==> src/rtl/ripplecarry_add.sv <==
// 4-bit ripple-carry adder with registered sum and per-stage carry outputs.
`timescale 1ns/1ps

// One full-adder cell. It is reused for every bit of the ripple chain.
module fa_cell (
  input  logic a,
  input  logic b,
  input  logic cin,
  output logic s,
  output logic cout
);

  logic prop;

  // Propagate term, sum and carry for a single bit
  always_comb begin
    prop = a ^ b;
    s    = prop ^ cin;
    cout = (a & b) | (cin & prop);
  end

endmodule

// Top level: four chained cells feed one bank of output registers.
module ripplecarry_add (
  input  logic clk,
  input  logic rst,
  input  logic A0,
  input  logic A1,
  input  logic A2,
  input  logic A3,
  input  logic B0,
  input  logic B1,
  input  logic B2,
  input  logic B3,
  input  logic Cin,
  output logic S0,
  output logic S1,
  output logic S2,
  output logic S3,
  output logic C1,
  output logic C2,
  output logic C3,
  output logic C4
);

  localparam int unsigned W = 4;

  logic [W-1:0] a_vec;
  logic [W-1:0] b_vec;
  logic [W-1:0] sum_c;
  logic [W:0]   carry_c;

  // Gather the loose operand bits into vectors, LSB first
  always_comb begin
    a_vec      = {A3, A2, A1, A0};
    b_vec      = {B3, B2, B1, B0};
    carry_c[0] = Cin;
  end

  fa_cell u_fa0 (
    .a    (a_vec[0]),
    .b    (b_vec[0]),
    .cin  (carry_c[0]),
    .s    (sum_c[0]),
    .cout (carry_c[1])
  );

  fa_cell u_fa1 (
    .a    (a_vec[1]),
    .b    (b_vec[1]),
    .cin  (carry_c[1]),
    .s    (sum_c[1]),
    .cout (carry_c[2])
  );

  fa_cell u_fa2 (
    .a    (a_vec[2]),
    .b    (b_vec[2]),
    .cin  (carry_c[2]),
    .s    (sum_c[2]),
    .cout (carry_c[3])
  );

  fa_cell u_fa3 (
    .a    (a_vec[3]),
    .b    (b_vec[3]),
    .cin  (carry_c[3]),
    .s    (sum_c[3]),
    .cout (carry_c[4])
  );

  // Capture all eight results together; reset clears them at once
  always_ff @(posedge clk or posedge rst) begin
    if (rst) begin
      S0 <= 1'b0;
      S1 <= 1'b0;
      S2 <= 1'b0;
      S3 <= 1'b0;
      C1 <= 1'b0;
      C2 <= 1'b0;
      C3 <= 1'b0;
      C4 <= 1'b0;
    end else begin
      S0 <= sum_c[0];
      S1 <= sum_c[1];
      S2 <= sum_c[2];
      S3 <= sum_c[3];
      C1 <= carry_c[1];
      C2 <= carry_c[2];
      C3 <= carry_c[3];
      C4 <= carry_c[4];
    end
  end

endmodule

==> config.mk <==
export PLATFORM = sky130hd
export DESIGN_NAME = ripplecarry_add
export DESIGN_NICKNAME = d
export VERILOG_FILES = /design/src/rtl/ripplecarry_add.sv
export SDC_FILE = /design/constraint.sdc
export NUM_CORES = 1
export LEC_CHECK = 0
export ABC_AREA = 0
export BUFFER_PORTS_ARGS = -buffer_cell sky130_fd_sc_hd__buf_2
export CAP_MARGIN = 20
export CORE_AREA = 2 2 39 41
export CTS_BUF_LIST = sky130_fd_sc_hd__clkbuf_2 sky130_fd_sc_hd__clkbuf_4 sky130_fd_sc_hd__clkbuf_8
export DETAILED_ROUTE_END_ITERATION = 16
export DIE_AREA = 0 0 41 43
export PLACE_DENSITY_LB_ADDON = 0.05
export SYNTH_ARGS = -nofsm -noshare
export SYNTH_HDL_FRONTEND = slang
export SYNTH_SLANG_ARGS = --single-unit
==> constraint.sdc <==
create_clock -name clk -period 0.8 [get_ports clk]
set_input_delay 0.16 -clock clk [delete_from_list [all_inputs] [get_ports clk]]
set_output_delay 0.16 -clock clk [all_outputs]
set_load 0.02 [all_outputs]
==> impl_results.md <==
* Syn Inst Count at 13
* CTS Buf Count at 3
* Tot Pwr at 1.070 mW
* Outcome: finished, violations left
* F_max at 583.8 MHz
* Post-route DRC at 0
* Failing checks: negative setup slack
* CTS sink count at 8
* Crit. End Element: register
* Final instance area at 490.5 um^2
* Iter 0 DRT Violations at 1
* Slew headroom at 79.74%
* CTS root buf: clkbuf_4
* Post-Syn Area at 284.0 um^2
* Register bit total from synthesis at 8
* Arrival @ worst endpoint at 1.84 ns
* Die Wd at 41 um
* Hold Vio Cnt, Final at 0
* CTS tree: done
* Commonest non-fill, non-tap cells in the layout: buf_6 (9), buf_2 (9), dfrtp_1 (8)
* Metal-1 WL at 180 um
* Maximum vdd drop at 0.0007120 V
* Routability cong. at 0.5765
* # port buffers at 18
* Largest net degree at the start of global routing at 9
* Crit path kind: in -> reg
* Post-Synth Adder-Cell Area at 28.19%
* Cells along the critical path: buf_6, fa_2, fa_2, fa_2, fa_1
* Vias in the first global route at 209
* Syn Nets at 28
* CP Launch Type: input pin
* Antenna cells at 0
* Yosys Warn Count at 0
* Worst Path Max Fanout at 2
* Fin crit period at 1.713 ns
* Type of the worst min-delay path: in -> reg
* Met3 Routed Length at 39 um
* Worst-margin pin slew at 0.3035 ns
* Max incr delay on CP at 0.43 ns
* Drt pass-1 iters at 3
* Die H at 43 um
* Clock transition at path regs at 0.05 ns
* Leakage at 0.2331 nW
* WL per Instance at 10.33 um
* Clock buffer depth at 2
* Min-Delay Path Depth at 2
* First-pass GRT wire length at 862 um
* Crit path required time at 0.92 ns
* Setup violators final at 14
* XOR/XNOR Fraction of Synth Area at 0%
* RSZ-0062 raised after global routing: true
* H-tree levels at 1
* Synth Area in Simple Gates at 0%
* Met2 Wirelength at 307 um
* Slew Viols, Final at 0
* Synth cell types at 3
* Pwr dens at 2182 nW/um^2
* Top cell by count, worst path: fa_2
* Total GRT Usage at 8.384%
* Top Metal Used: met3
* Core Footprint at 1384 um^2
* Compound-Gate Fraction of Synth Area at 0%
* Mean post-synth cell area at 21.85 um^2
* Gr ovfl total at 0
* Initial Utilization at 20.52%
* Post-layout net count at 52
* WL final at 527 um
* Row cnt at 14
* Setup bufs post-CTS at 0
* Maxcap violations at 0
* Die Area at 1763 um^2
* Layout cell share with drive strength beyond 1 at 68.57%
* Min-delay src: B3
* Setup WS post-layout at -0.9131 ns
* Post-synthesis sequential area ratio at 70.48%
* Vias/cell at 3.686
* IO Count at 19
* Placement Cell Area at 401.6 um^2
* Tcrit/Tclk final at 214.1%
* Largest family of logic cells by synthesized area: adder cells
* Via count at 188
* Crit path max-delay cell type: fa_1
* Area growth syn-to-layout at 72.69%
* Post-synthesis mux area share at 0%
* Setup TNS at -3.999 ns
* Initial antenna violation count at 0
* Crit. Startpoint: A0
* Antenna-violating nets left at 0
kinds of logic after synthesis:
family	after synthesis
fa+ha+maj	4
buf+inv	1
flops	8
power breakdown:
group          total [mW]  switching (mW)  internal, mW
Clock               0.306           0.134         0.172
Combinational       0.280           0.132         0.148
Sequential          0.484          0.0246         0.459
Total                1.07           0.291         0.779
repair_timing:
action / in CTS / in global routing
resized for setup: 17 / 0
endpoints found under the setup margin: 14 / 14
pin swaps: 2 / 2
hold buffers: 1 / 0
hold endpoints to repair: 8 / 0
critical path: cells and delay by family:
kind,cells,cell delay (ns)
adder cells (fa/ha/maj),4,1.57
buffers and inverters,1,0.09
synthesized netlist by cell type (all sizes together):
master  number  share of area [%]
dfrtp        8                 70
inv          1                1.3
fa           4                 28
area by class of cell:
| type | count | area (um^2) |
|---|---|---|
| flip-flops and latches | 8 | 200.2 |
| repair buffers | 19 | 156.4 |
| well taps | 16 | 20.02 |
| inverters | 1 | 3.754 |
| multi-input cells | 4 | 87.58 |
| fillers | 143 | 893.4 |
| clock buffers | 3 | 22.52 |
flip-flops by register name, indices dropped and copies added (netlist names):
name,flops
C4,1
C1,1
C3,1
S0,1
C2,1
S2,1
S1,1
S3,1
per-stage QoR:
stage	std cells	hold WS (ns)	util [%]	worst slack [ns]
after floorplan	13	-0.02434	-	-1.018
after global placement	47	0.1135	29.02	-1.186
after detailed placement	47	0.1186	29.02	-1.214
after CTS	51	0.1781	35.44	-0.9253
after global routing	51	0.1976	35.44	-0.9759
final	51	0.1808	35.44	-0.9131
metal layers:
metal | track usage [%] | up-vias
met4 | 8.000 | 0
met2 | 11.25 | 8
li1 | - | 82
met5 | 0 | -
met3 | 4.712 | 0
met1 | 8.532 | 98
path summary, 6_finish.rpt:
check	to	slack (ns)
max in group asynchronous	C3	0.18
min in group asynchronous	C2	0.39
min	S3	0.18
max	S3	-0.91
No activity file was read; power rests on OpenSTA's default activity.
